### src/rtl/alu_unit.sv
// Integer/branch execution unit: one issue per cycle into an exec register,
// results queued in a small FIFO and broadcast on the CDB under grant.
package alu_unit_pkg;
   localparam logic [5:0] OP_LUI   = 6'd1;
   localparam logic [5:0] OP_AUIPC = 6'd2;
   localparam logic [5:0] OP_JAL   = 6'd3;
   localparam logic [5:0] OP_JALR  = 6'd4;
   localparam logic [5:0] OP_BEQ   = 6'd5;
   localparam logic [5:0] OP_BNE   = 6'd6;
   localparam logic [5:0] OP_BLT   = 6'd7;
   localparam logic [5:0] OP_BGE   = 6'd8;
   localparam logic [5:0] OP_BLTU  = 6'd9;
   localparam logic [5:0] OP_BGEU  = 6'd10;
   localparam logic [5:0] OP_ADDI  = 6'd19;
   localparam logic [5:0] OP_SLTI  = 6'd20;
   localparam logic [5:0] OP_SLTIU = 6'd21;
   localparam logic [5:0] OP_XORI  = 6'd22;
   localparam logic [5:0] OP_ORI   = 6'd23;
   localparam logic [5:0] OP_ANDI  = 6'd24;
   localparam logic [5:0] OP_SLLI  = 6'd25;
   localparam logic [5:0] OP_SRLI  = 6'd26;
   localparam logic [5:0] OP_SRAI  = 6'd27;
   localparam logic [5:0] OP_ADD   = 6'd28;
   localparam logic [5:0] OP_SUB   = 6'd29;
   localparam logic [5:0] OP_SLL   = 6'd30;
   localparam logic [5:0] OP_SLT   = 6'd31;
   localparam logic [5:0] OP_SLTU  = 6'd32;
   localparam logic [5:0] OP_XOR   = 6'd33;
   localparam logic [5:0] OP_SRL   = 6'd34;
   localparam logic [5:0] OP_SRA   = 6'd35;
   localparam logic [5:0] OP_OR    = 6'd36;
   localparam logic [5:0] OP_AND   = 6'd37;
endpackage

module alu_unit
   import alu_unit_pkg::*;
#(
   parameter int DEPTH = 4,
   parameter int ROB_W = 4,
   parameter int OP_W  = 6
) (
   input logic       clk,
   input logic       rst,
   input logic       rdy,
   input logic       jump_wrong,
   alu_unit_if.slave bus
);

   localparam int PTR_W = $clog2(DEPTH);
   localparam int CNT_W = PTR_W + 1;
   localparam logic [CNT_W-1:0] DEPTH_C = CNT_W'(DEPTH);

   typedef struct packed {
      logic [31:0]      value;
      logic [ROB_W-1:0] rename;
      logic             jump;
      logic [31:0]      target;
   } entry_t;

   logic             flush;
   logic [OP_W-1:0]  op;
   logic [31:0]      rs1, rs2, imm, pc, pc4, pc_imm;
   entry_t           alu_res;
   logic             is_br, br_taken;

   logic             exec_valid_q, exec_valid_d;
   entry_t           exec_q, exec_d;
   entry_t           fifo_q [DEPTH];
   logic [PTR_W-1:0] head_q, head_d, tail_q, tail_d;
   logic [CNT_W-1:0] count_q, count_d;
   logic [CNT_W-1:0] occ;

   logic             in_ready, accept, push, pop, out_valid;
   entry_t           head;

   assign flush  = rst | jump_wrong;
   assign op     = bus.in_op;
   assign rs1    = bus.in_rs1_value;
   assign rs2    = bus.in_rs2_value;
   assign imm    = bus.in_imm;
   assign pc     = bus.in_pc;
   assign pc4    = pc + 32'd4;
   assign pc_imm = pc + imm;

   // NOTE: every variable gets a default at the top of always_comb so no
   // path through the case statement can leave it unassigned (no latch).
   always_comb begin
      alu_res        = '0;
      alu_res.rename = bus.in_rd_rename;
      alu_res.target = pc4;
      is_br          = 1'b0;
      br_taken       = 1'b0;
      case (op)
         OP_ADD:   alu_res.value = rs1 + rs2;
         OP_ADDI:  alu_res.value = rs1 + imm;
         OP_SUB:   alu_res.value = rs1 - rs2;
         OP_AND:   alu_res.value = rs1 & rs2;
         OP_ANDI:  alu_res.value = rs1 & imm;
         OP_OR:    alu_res.value = rs1 | rs2;
         OP_ORI:   alu_res.value = rs1 | imm;
         OP_XOR:   alu_res.value = rs1 ^ rs2;
         OP_XORI:  alu_res.value = rs1 ^ imm;
         OP_SLL:   alu_res.value = rs1 << rs2[4:0];
         OP_SLLI:  alu_res.value = rs1 << imm[4:0];
         OP_SRL:   alu_res.value = rs1 >> rs2[4:0];
         OP_SRLI:  alu_res.value = rs1 >> imm[4:0];
         OP_SRA:   alu_res.value = 32'($signed(rs1) >>> rs2[4:0]);
         OP_SRAI:  alu_res.value = 32'($signed(rs1) >>> imm[4:0]);
         OP_SLT:   alu_res.value = {31'd0, $signed(rs1) < $signed(rs2)};
         OP_SLTI:  alu_res.value = {31'd0, $signed(rs1) < $signed(imm)};
         OP_SLTU:  alu_res.value = {31'd0, rs1 < rs2};
         OP_SLTIU: alu_res.value = {31'd0, rs1 < imm};
         OP_LUI:   alu_res.value = imm;
         OP_AUIPC: alu_res.value = pc_imm;
         OP_JAL: begin
            alu_res.value  = pc4;
            alu_res.jump   = 1'b1;
            alu_res.target = pc_imm;
         end
         OP_JALR: begin
            alu_res.value  = pc4;
            alu_res.jump   = 1'b1;
            alu_res.target = (rs1 + imm) & ~32'd1;
         end
         OP_BEQ:  begin is_br = 1'b1; br_taken = (rs1 == rs2);                  end
         OP_BNE:  begin is_br = 1'b1; br_taken = (rs1 != rs2);                  end
         OP_BLT:  begin is_br = 1'b1; br_taken = ($signed(rs1) <  $signed(rs2)); end
         OP_BGE:  begin is_br = 1'b1; br_taken = ($signed(rs1) >= $signed(rs2)); end
         OP_BLTU: begin is_br = 1'b1; br_taken = (rs1 <  rs2);                  end
         OP_BGEU: begin is_br = 1'b1; br_taken = (rs1 >= rs2);                  end
         default: ;
      endcase
      if (is_br) begin
         alu_res.jump   = br_taken;
         alu_res.target = br_taken ? pc_imm : pc4;
      end
   end

   // The exec register acts as one extra slot behind the FIFO: an issue is
   // accepted whenever the exec entry can move on, giving DEPTH+1 capacity.
   assign occ       = count_q + CNT_W'(exec_valid_q);
   assign in_ready  = (occ <= DEPTH_C);
   assign out_valid = (count_q != '0);
   assign pop       = out_valid & bus.cdb_grant;
   assign push      = exec_valid_q & ((count_q < DEPTH_C) | pop);
   assign accept    = bus.in_valid & in_ready & ~flush;

   always_comb begin
      exec_valid_d = accept | (exec_valid_q & ~push);
      exec_d       = accept ? alu_res : exec_q;
      head_d       = pop  ? head_q + PTR_W'(1) : head_q;
      tail_d       = push ? tail_q + PTR_W'(1) : tail_q;
      count_d      = count_q;
      case ({push, pop})
         2'b10:   count_d = count_q + CNT_W'(1);
         2'b01:   count_d = count_q - CNT_W'(1);
         default: count_d = count_q;
      endcase
   end

   // NOTE: sequential state uses non-blocking assignments so every register
   // samples the pre-edge values of the others regardless of block order.
   always_ff @(posedge clk) begin
      if (flush) begin
         exec_valid_q <= 1'b0;
         head_q       <= '0;
         tail_q       <= '0;
         count_q      <= '0;
      end else if (rdy) begin
         exec_valid_q <= exec_valid_d;
         head_q       <= head_d;
         tail_q       <= tail_d;
         count_q      <= count_d;
      end
   end

   // NOTE: payload storage is not reset; valid bits and pointers alone decide
   // what is live, and the outputs are masked while the FIFO is empty.
   always_ff @(posedge clk) begin
      if (rdy && !flush) begin
         exec_q <= exec_d;
         if (push) fifo_q[tail_q] <= exec_q;
      end
   end

   assign head = fifo_q[head_q];

   assign bus.in_ready   = in_ready;
   assign bus.out_valid  = out_valid;
   assign bus.out_value  = out_valid ? head.value  : '0;
   assign bus.out_rename = out_valid ? head.rename : '0;
   assign bus.out_jump   = out_valid & head.jump;
   assign bus.out_target = out_valid ? head.target : '0;

endmodule

### src/rtl/alu_unit_if.sv
// Issue-side and CDB-side handshake bundle between the reservation station,
// the ALU execution unit and the CDB arbiter.
interface alu_unit_if #(
   parameter int ROB_W = 4,
   parameter int OP_W  = 6
);
   logic             in_valid;
   logic [OP_W-1:0]  in_op;
   logic [31:0]      in_rs1_value;
   logic [31:0]      in_rs2_value;
   logic [31:0]      in_imm;
   logic [31:0]      in_pc;
   logic [ROB_W-1:0] in_rd_rename;
   logic             in_ready;
   logic             cdb_grant;
   logic             out_valid;
   logic [31:0]      out_value;
   logic [ROB_W-1:0] out_rename;
   logic             out_jump;
   logic [31:0]      out_target;

   modport master (
      output in_valid, in_op, in_rs1_value, in_rs2_value, in_imm, in_pc,
             in_rd_rename, cdb_grant,
      input  in_ready, out_valid, out_value, out_rename, out_jump, out_target
   );

   modport slave (
      input  in_valid, in_op, in_rs1_value, in_rs2_value, in_imm, in_pc,
             in_rd_rename, cdb_grant,
      output in_ready, out_valid, out_value, out_rename, out_jump, out_target
   );
endinterface

### src/flat_wrapper.sv
// flat-port wrapper written by rule: the top's interface ports become plain ports
module alu_unit_flat import alu_unit_pkg::*;
#(
   parameter int DEPTH = 4,
   parameter int ROB_W = 4,
   parameter int OP_W  = 6
)
  (clk, rst, rdy, jump_wrong, bus_in_valid, bus_in_op, bus_in_rs1_value, bus_in_rs2_value, bus_in_imm, bus_in_pc, bus_in_rd_rename, bus_cdb_grant, bus_in_ready, bus_out_valid, bus_out_value, bus_out_rename, bus_out_jump, bus_out_target);
  alu_unit_if #(.ROB_W(ROB_W), .OP_W(OP_W)) bus_i ();
  input logic clk;
  input logic rst;
  input logic rdy;
  input logic jump_wrong;
  input wire logic [$bits(bus_i.in_valid)-1:0] bus_in_valid;
  input wire logic [$bits(bus_i.in_op)-1:0] bus_in_op;
  input wire logic [$bits(bus_i.in_rs1_value)-1:0] bus_in_rs1_value;
  input wire logic [$bits(bus_i.in_rs2_value)-1:0] bus_in_rs2_value;
  input wire logic [$bits(bus_i.in_imm)-1:0] bus_in_imm;
  input wire logic [$bits(bus_i.in_pc)-1:0] bus_in_pc;
  input wire logic [$bits(bus_i.in_rd_rename)-1:0] bus_in_rd_rename;
  input wire logic [$bits(bus_i.cdb_grant)-1:0] bus_cdb_grant;
  output wire logic [$bits(bus_i.in_ready)-1:0] bus_in_ready;
  output wire logic [$bits(bus_i.out_valid)-1:0] bus_out_valid;
  output wire logic [$bits(bus_i.out_value)-1:0] bus_out_value;
  output wire logic [$bits(bus_i.out_rename)-1:0] bus_out_rename;
  output wire logic [$bits(bus_i.out_jump)-1:0] bus_out_jump;
  output wire logic [$bits(bus_i.out_target)-1:0] bus_out_target;
  assign bus_i.in_valid = bus_in_valid;
  assign bus_i.in_op = bus_in_op;
  assign bus_i.in_rs1_value = bus_in_rs1_value;
  assign bus_i.in_rs2_value = bus_in_rs2_value;
  assign bus_i.in_imm = bus_in_imm;
  assign bus_i.in_pc = bus_in_pc;
  assign bus_i.in_rd_rename = bus_in_rd_rename;
  assign bus_i.cdb_grant = bus_cdb_grant;
  assign bus_in_ready = bus_i.in_ready;
  assign bus_out_valid = bus_i.out_valid;
  assign bus_out_value = bus_i.out_value;
  assign bus_out_rename = bus_i.out_rename;
  assign bus_out_jump = bus_i.out_jump;
  assign bus_out_target = bus_i.out_target;
  alu_unit #(.DEPTH(DEPTH), .ROB_W(ROB_W), .OP_W(OP_W)) u_core (.clk(clk), .rst(rst), .rdy(rdy), .jump_wrong(jump_wrong), .bus(bus_i));
endmodule
### config.mk
export PLATFORM = sky130hd
export DESIGN_NAME = alu_unit_flat
export DESIGN_NICKNAME = d
export VERILOG_FILES = /design/src/rtl/alu_unit.sv /design/src/rtl/alu_unit_if.sv /design/src/flat_wrapper.sv
export SDC_FILE = /design/constraint.sdc
export NUM_CORES = 1
export LEC_CHECK = 0
export CAP_MARGIN = 20
export CORE_MARGIN = 5
export CORE_UTILIZATION = 36
export CTS_CLUSTER_DIAMETER = 120
export DETAILED_ROUTE_END_ITERATION = 10
export HOLD_SLACK_MARGIN = 0.12
export RECOVER_POWER = 50
export REMOVE_ABC_BUFFERS = 1
export SLEW_MARGIN = 30
export SYNTH_ARGS = -nofsm -noshare
export SYNTH_HDL_FRONTEND = slang
export SYNTH_SLANG_ARGS = --single-unit
export TNS_END_PERCENT = 1
### constraint.sdc
create_clock -name clk -period 6.1 [get_ports clk]
set_input_delay 1.525 -clock clk [delete_from_list [all_inputs] [get_ports clk]]
set_output_delay 1.525 -clock clk [all_outputs]
set_load 0.03 [all_outputs]
==> implementation parameters, run 1 <==
Parameter                              Value

Hold path
  Worst Hold Class ... reg -> reg
  Hold Path Depth ... 0

Floorplanning
  Area of the die ... 91,900 µm²
  Chip width ... 303 µm
  Number of primary I/O pins ... 215
  Height of the die ... 303 µm
  Starting Density ... 0.363
  Site Rows ... 107
  Core box area ... 85,300 µm²

Routing
  Wire length after detailed routing ... 147,000 µm
  Remaining design rule violation count ... 0
  Pre-antenna DRT Iters ... 6
  Antenna viol nets, final ... 0
  Routed length per placed instance ... 30.3 µm
  Total via count in the routed design ... 29,799
  Drt initial violations ... 3,516
  Via density per instance ... 6.17

Final layout
  Non-filler instance count after layout ... 4,828
  Area of the multi-input gates ... 18,900 µm²
  Flip-flop and latch area ... 10,600 µm²
  Total Nets Final ... 3,968
  Count of filler cells inserted in the layout ... 8,230
  Layout overhead on the synthesized area ... 22.5%
  Total non-filler cell area in the finished layout ... 37,900 µm²
  Fraction of layout instances using a drive strength above 1 ... 0.168
  Utilization of the core after routing ... 0.445

Place
  Placed Cells ... 4,758
  Routability Congestion ... 1.10
  Placed inst area ... 36,700 µm²
  Detailed placer's ending HPWL ... 118,000 µm
  Quantity of I/O buffers inserted on ports ... 214

Synth
  Number of distinct standard cells referenced by the synthesized netlist ... 99
  Top cells by instance count after synthesis ... edfxtp_1 (345), nand2_1 (318), a21oi_1 (247)
  Sequential element share of the synthesized area ... 0.341
  Cells taking the most area after synthesis ... edfxtp_1 (33%), mux4_2 (7.9%), ha_1 (6.7%), mux2i_1 (5.6%), a21oi_1 (4.0%)
  Post-synthesis cell count ... 3,259
  Top-area cell type share of the netlist area ... 0.335
  Most frequently used cell type in the post-synthesis netlist ... edfxtp_1
  Share of flip-flops with an asynchronous set or reset after synthesis ... 0
  Count of synthesis-stage warnings from yosys ... 0
  Seq cells post-synth ... 355
  Cell area after technology mapping ... 30,900 µm²
  Avg Inst Size Synth ... 9.49 µm²
  Main flop type after synthesis ... edfxtp_1
  Number of synthesized flops with an enable pin ... 345
  Biggest area consumer among synthesized cells ... edfxtp_1

Power
  Highest ir drop seen on vdd ... 0.000154 V
  Total chip power ... 7290 µW
  Leakage dissipation ... 0.0145 µW
  Power density over the cells ... 192 nW/µm²

Clock network
  Worst-Skew Late Latency ... 0.57 ns
  Inserted Clock Buffers ... 38
  CTS tree ... yes
  Clock root buffer ... clkbuf_16
  Post-CTS setup-driven buffer insertion count ... 0
  Cells resized by post-CTS repair ... 0
  CTS H-tree depth ... 2
  Largest buffer count on any clock path ... 3
  Post-cts hold buffer count ... 0
  Total number of clock tree sinks ... 355
  Clock transition time at the flip-flop clock pins of the worst setup and hold paths ... 0.06 ns

Job
  # Max-Cap Violations ... 5

GRT
  Global-route wire length before repair ... 207,000 µm
  Number of antenna violations at the first check in global routing ... 2
  GRT Residual Overflow ... 0
  Total GRT Usage ... 0.309
  Pin count of the biggest net entering global routing ... 53
  Via count of the first global-routing pass ... 28,097

Status
  Violated checks ... capacitance limit, slew limit
  Outcome ... complete, but fails checks

Critical path
  Crit Path Category ... in -> reg
  Data arrival time at the worst-slack endpoint ... 5.74 ns
  Max FO, Critical Path ... 8
  Slowest library cell on the worst path ... clkdlybuf4s50_1
  Delay of the slowest cell on the worst path ... 0.73 ns
  Endpoint class of the critical path ... flip-flop
  Crit-path cells ... clkdlybuf4s50_1 -> inv_1 -> fa_1 -> o21bai_1 -> a211oi_1 -> o21bai_1 -> o221ai_1 -> or4_1 -> a21oi_1 -> o221ai_1 -> xnor2_1 -> o2111ai_1 -> a221o_1
  Length in cells of the worst reg-to-reg path ... 5
  Worst endpoint required time ... 6.40 ns
  Crit-path leading delay family ... compound AO/OA/AOI/OAI gates
  Crit path launch type ... primary input
  Number of buffer and inverter stages on the critical path ... 2
  Path length in cells of the critical path ... 13

Timing
  Post-route setup TNS ... 0 ns
  RSZ-0062 raised after global routing ... false
  Number of endpoints with negative hold slack in the final report ... 0
  Worst Skew ... 0.0251 ns
  Maximum clock frequency ... 184 MHz
  Final count of negative-setup-slack endpoints ... 0
  Period utilisation layout ... 0.891
  Minimum period implied by the final worst setup slack ... 5.44 ns
  Worst-margin pin slew ... 3.16 ns
  Max-slew headroom at the worst pin ... -1.11
  Final-report max-slew violation count ... 155
-- state kept, by name, indices dropped and copies added (netlist names), named ones only --
| register | flops |
|---|---|
| u_core.count_q | 3 |
| u_core.exec_valid_q | 1 |
| u_core.exec_q | 69 |
| u_core.head_q | 2 |
| u_core.fifo_q | 276 |
| u_core.tail_q | 2 |
-- cell usage in the layout, fill, tap and decap left out, types with 39 or more instances in the layout --
| cell | instances |
|---|---|
| nand2_1 | 317 |
| edfxtp_1 | 345 |
| mux4_2 | 109 |
| a211oi_1 | 56 |
| a21o_1 | 42 |
| nor2_1 | 234 |
| and2_1 | 83 |
| a221oi_1 | 41 |
| inv_1 | 137 |
| o21ai_0 | 149 |
| nor3_1 | 48 |
| ha_1 | 165 |
| buf_4 | 355 |
| a21oi_1 | 245 |
| mux2i_1 | 173 |
| clkdlybuf4s50_1 | 208 |
| nand3_1 | 95 |
| clkbuf_16 | 39 |
| xnor2_1 | 94 |
| xor2_1 | 44 |
-- routing by layer --
metal | track usage | vias to the layer above | routed length, µm
li1 | - | 13179 | -
met1 | 0.416 | 14505 | 59600
met4 | 0.146 | 0 | 8810
met3 | 0.0697 | 366 | 14500
met5 | 0 | - | 0
met2 | 0.475 | 1749 | 63600
-- cell type report --
type	count	share of cell area
Clock buffer	47	0.0265
Tap cell	1144	0.0378
Inverter	138	0.0137
Timing Repair Buffer	591	0.138
Antenna cell	2	0.000132
Multi-Input combinational cell	2530	0.499
Sequential cell	355	0.279
Clock inverter	21	0.00604
-- cells by family (layout without fill, tap and decap cells) --
logic type | count (synthesis) | after routing | share of synthesized area
flops | 355 | 355 | 0.341
compound gates | 918 | 918 | 0.200
simple gates | 1000 | 1000 | 0.156
mux | 304 | 304 | 0.144
fa+ha+maj | 170 | 170 | 0.0700
xor+xnor | 138 | 138 | 0.0391
other cells | 0 | 2 | 0
buf+inv | 374 | 797 | 0.0499
-- final timing paths --
kind / slack, ns / endpoint / from
max reg2reg: 2.09 / u_core.fifo_q[1][42] / u_core.count_q[2]
min reg2reg: 0.51 / u_core.fifo_q[0][44] / u_core.exec_q[44]
max: 0.66 / u_core.exec_q[65] / bus_in_rs1_value[1]
min: 0.51 / u_core.fifo_q[0][44] / u_core.exec_q[44]
-- per-stage QoR --
step           hold WS [ns]  setup WS, ns
2_1_floorplan         0.459        -0.655
3_3_place_gp          0.478         0.299
3_5_place_dp          0.489         0.271
4_1_cts               0.506         0.849
5_1_grt               0.516         0.403
6_report              0.505         0.663
-- where the power goes --
part,total (µW),internal [µW],leakage [µW],switching (µW)
registers,2680,2670,0.00325,10.5
logic,2260,854,0.0107,1410
clock network,2350,1350,0.000595,997
total,7290,4880,0.0145,2410
-- worst reg2reg max path: stages (launching register included) --
cell,delay (ns)
dfxtp_1,0.35
nand2b_1,0.12
nand2_1,0.08
nor2_1,0.20
and2_0,2.29
buf_4,0.62
(Power assumes the default switching activity.)
==> run 2: changes to the inputs <==
--- a/config.mk
+++ b/config.mk
@@ -11,6 +11,7 @@
 export CTS_CLUSTER_DIAMETER = 120
 export DETAILED_ROUTE_END_ITERATION = 10
 export HOLD_SLACK_MARGIN = 0.12
+export PLACE_DENSITY_LB_ADDON = 0.15
 export RECOVER_POWER = 50
 export REMOVE_ABC_BUFFERS = 1
 export SLEW_MARGIN = 30
==> run 2 against run 1 <==
Hold slack got worse by 0.012 ns. Largest power group unchanged. Worst setup slack worse by 0.14 ns. Total power increased by 5.4%. The run still ends with capacitance limit, slew limit left. Non-clock buffer count grew 87. Die area unchanged.
==> implementation parameters, run 2 (same netlist as run 1, synthesis figures left out) <==
Parameter                              Value

Job
  # Max-Cap Violations ... 5

Routing
  Wire length after detailed routing ... 169,000 µm
  Via density per instance ... 6.30
  Antenna viol nets, final ... 0
  Remaining design rule violation count ... 0
  Total via count in the routed design ... 31,029
  Pre-antenna DRT Iters ... 7
  Drt initial violations ... 3,916
  Routed length per placed instance ... 34.3 µm

Floorplanning
  Area of the die ... 91,900 µm²
  Core box area ... 85,300 µm²
  Number of primary I/O pins ... 215
  Height of the die ... 303 µm
  Chip width ... 303 µm
  Starting Density ... 0.363
  Site Rows ... 107

Timing
  Minimum period implied by the final worst setup slack ... 5.58 ns
  Maximum clock frequency ... 179 MHz
  Number of endpoints with negative hold slack in the final report ... 0
  Worst Skew ... 0.0327 ns
  Worst-margin pin slew ... 3.11 ns
  Max-slew headroom at the worst pin ... -1.08
  Final-report max-slew violation count ... 207
  Final count of negative-setup-slack endpoints ... 0
  RSZ-0062 raised after global routing ... false
  Least setup slack across all paths after layout ... 0.521 ns
  Period utilisation layout ... 0.915

Place
  Detailed placer's ending HPWL ... 137,000 µm
  Placed inst area ... 37,300 µm²
  Dpl ws ... 0.0915 ns
  Routability Congestion ... 1.11
  Quantity of I/O buffers inserted on ports ... 214

Final layout
  Most frequent cells in the layout ... buf_4 (446), edfxtp_1 (345), nand2_1 (317), a21oi_1 (245), nor2_1 (233)
  Largest registers ... u_core.fifo_q x276, u_core.exec_q x69, u_core.count_q x3
  Total Nets Final ... 4,060
  Layout overhead on the synthesized area ... 25.0%
  Fraction of layout instances using a drive strength above 1 ... 0.189
  Most common library cell in the layout ignoring fill and taps ... buf_4
  Total non-filler cell area in the finished layout ... 38,700 µm²
  Flip-flop count of the largest register, all copies and words added ... 276
  Register with the most flip-flops ... u_core.fifo_q
  Flip-flop and latch area ... 10,600 µm²
  Count of filler cells inserted in the layout ... 8,254
  Area of the multi-input gates ... 18,900 µm²

GRT
  Pin count of the biggest net entering global routing ... 54
  Global-route wire length before repair ... 232,000 µm
  Total GRT Usage ... 0.357
  Via count of the first global-routing pass ... 29,582
  GRT Residual Overflow ... 0
  Number of antenna violations at the first check in global routing ... 13

Clock network
  Post-CTS setup-driven buffer insertion count ... 0
  Clock transition time at the flip-flop clock pins of the worst setup and hold paths ... 0.06 ns
  Largest buffer count on any clock path ... 3
  Cells resized by post-CTS repair ... 0
  Inserted Clock Buffers ... 43
  Post-cts hold buffer count ... 0
  Clock root buffer ... clkbuf_16
  Total number of clock tree sinks ... 355
  CTS tree ... yes
  CTS H-tree depth ... 2
  Worst-Skew Late Latency ... 0.61 ns

Critical path
  Worst endpoint required time ... 6.40 ns
  Crit path launch type ... primary input
  Crit-path leading delay family ... buffers and inverters
  Worst path most repeated cell ... buf_4
  Data arrival time at the worst-slack endpoint ... 5.88 ns
  Crit-path cells ... clkdlybuf4s50_1 -> ha_1 -> nand4_1 -> nor3_1 -> buf_4 -> nand4_1 -> buf_4 -> mux2i_1 -> o21ai_0 -> buf_4 -> nor4_4 -> buf_4 -> buf_12 -> buf_4 -> o21ai_0 -> a222oi_1
  Delay of the slowest cell on the worst path ... 0.75 ns
  Slowest library cell on the worst path ... clkdlybuf4s50_1
  Max FO, Critical Path ... 8
  Endpoint class of the critical path ... flip-flop
  Crit Path Category ... in -> reg
  Number of buffer and inverter stages on the critical path ... 7

Status
  Violated checks ... capacitance limit, slew limit
  Outcome ... complete, but fails checks

Hold path
  Worst Hold Class ... reg -> reg

Power
  Leakage dissipation ... 0.0150 µW
  Power density over the cells ... 199 nW/µm²
  Highest ir drop seen on vdd ... 0.000193 V
[run 2: changes by cell type in the layout (fill, tap and decap cells not counted), moves of 3 or more]
cell and change:
buf_12 -4, clkinv_8 +3, diode_2 +3, clkbuf_16 +4
clkbuf_1 -4, buf_4 +91, clkinv_1 +6
[run 2: final timing paths]
kind	from	end	slack [ns]	cells past startpoint
max	bus_in_rs1_value[10]	u_core.exec_q[22]	0.52	16
min	u_core.exec_q[62]	u_core.fifo_q[2][62]	0.49	0
max reg2reg	u_core.count_q[0]	u_core.exec_q[41]	1.65	5
min reg2reg	u_core.exec_q[62]	u_core.fifo_q[2][62]	0.49	0
[run 2: metal layers]
layer,routed length (µm),vias up,track usage
met2,72000,1885,0.534
met1,70200,15396,0.491
met3,17000,365,0.0803
li1,-,13377,-
met4,9940,6,0.169
met5,32,-,0
[run 2: layout make-up]
type                    instances  area share
well taps                    1144      0.0370
multi-input cells            2530       0.489
clock inverters                32     0.00786
diodes                          5    0.000323
flip-flops and latches        355       0.273
clock buffers                  47      0.0282
inverters                     138      0.0134
repair buffers                678       0.151
[run 2: per-stage QoR]
| step | std cells | hold WS [ns] | TNS [ns] | total power, µW | utilization |
|---|---|---|---|---|---|
| after global placement | 4845 | 0.467 | 0 | 5090 | 0.437 |
| after global routing | 4924 | 0.510 | 0 | 7920 | 0.454 |
| after CTS | 4924 | 0.490 | 0 | 7640 | 0.454 |
| after detailed placement | 4845 | 0.482 | 0 | 5090 | 0.437 |
| final | 4929 | 0.494 | 0 | 7680 | 0.454 |
| after floorplan | 3023 | 0.459 | -5.18 | 3860 | - |
[run 2: where the power goes]
group / internal (µW) / leakage (µW) / switching (µW)
Combinational: 907 / 0.0111 / 1550
Sequential: 2670 / 0.00325 / 9.87
Clock: 1410 / 0.000660 / 1140
[run 2: worst register-to-register path: stages, from the launching register on]
cell and delay, ns:
dfxtp_1 0.34, ha_1 0.21, ha_1 0.27, o21ai_0 0.20, and4_1 1.97, clkbuf_1 1.07
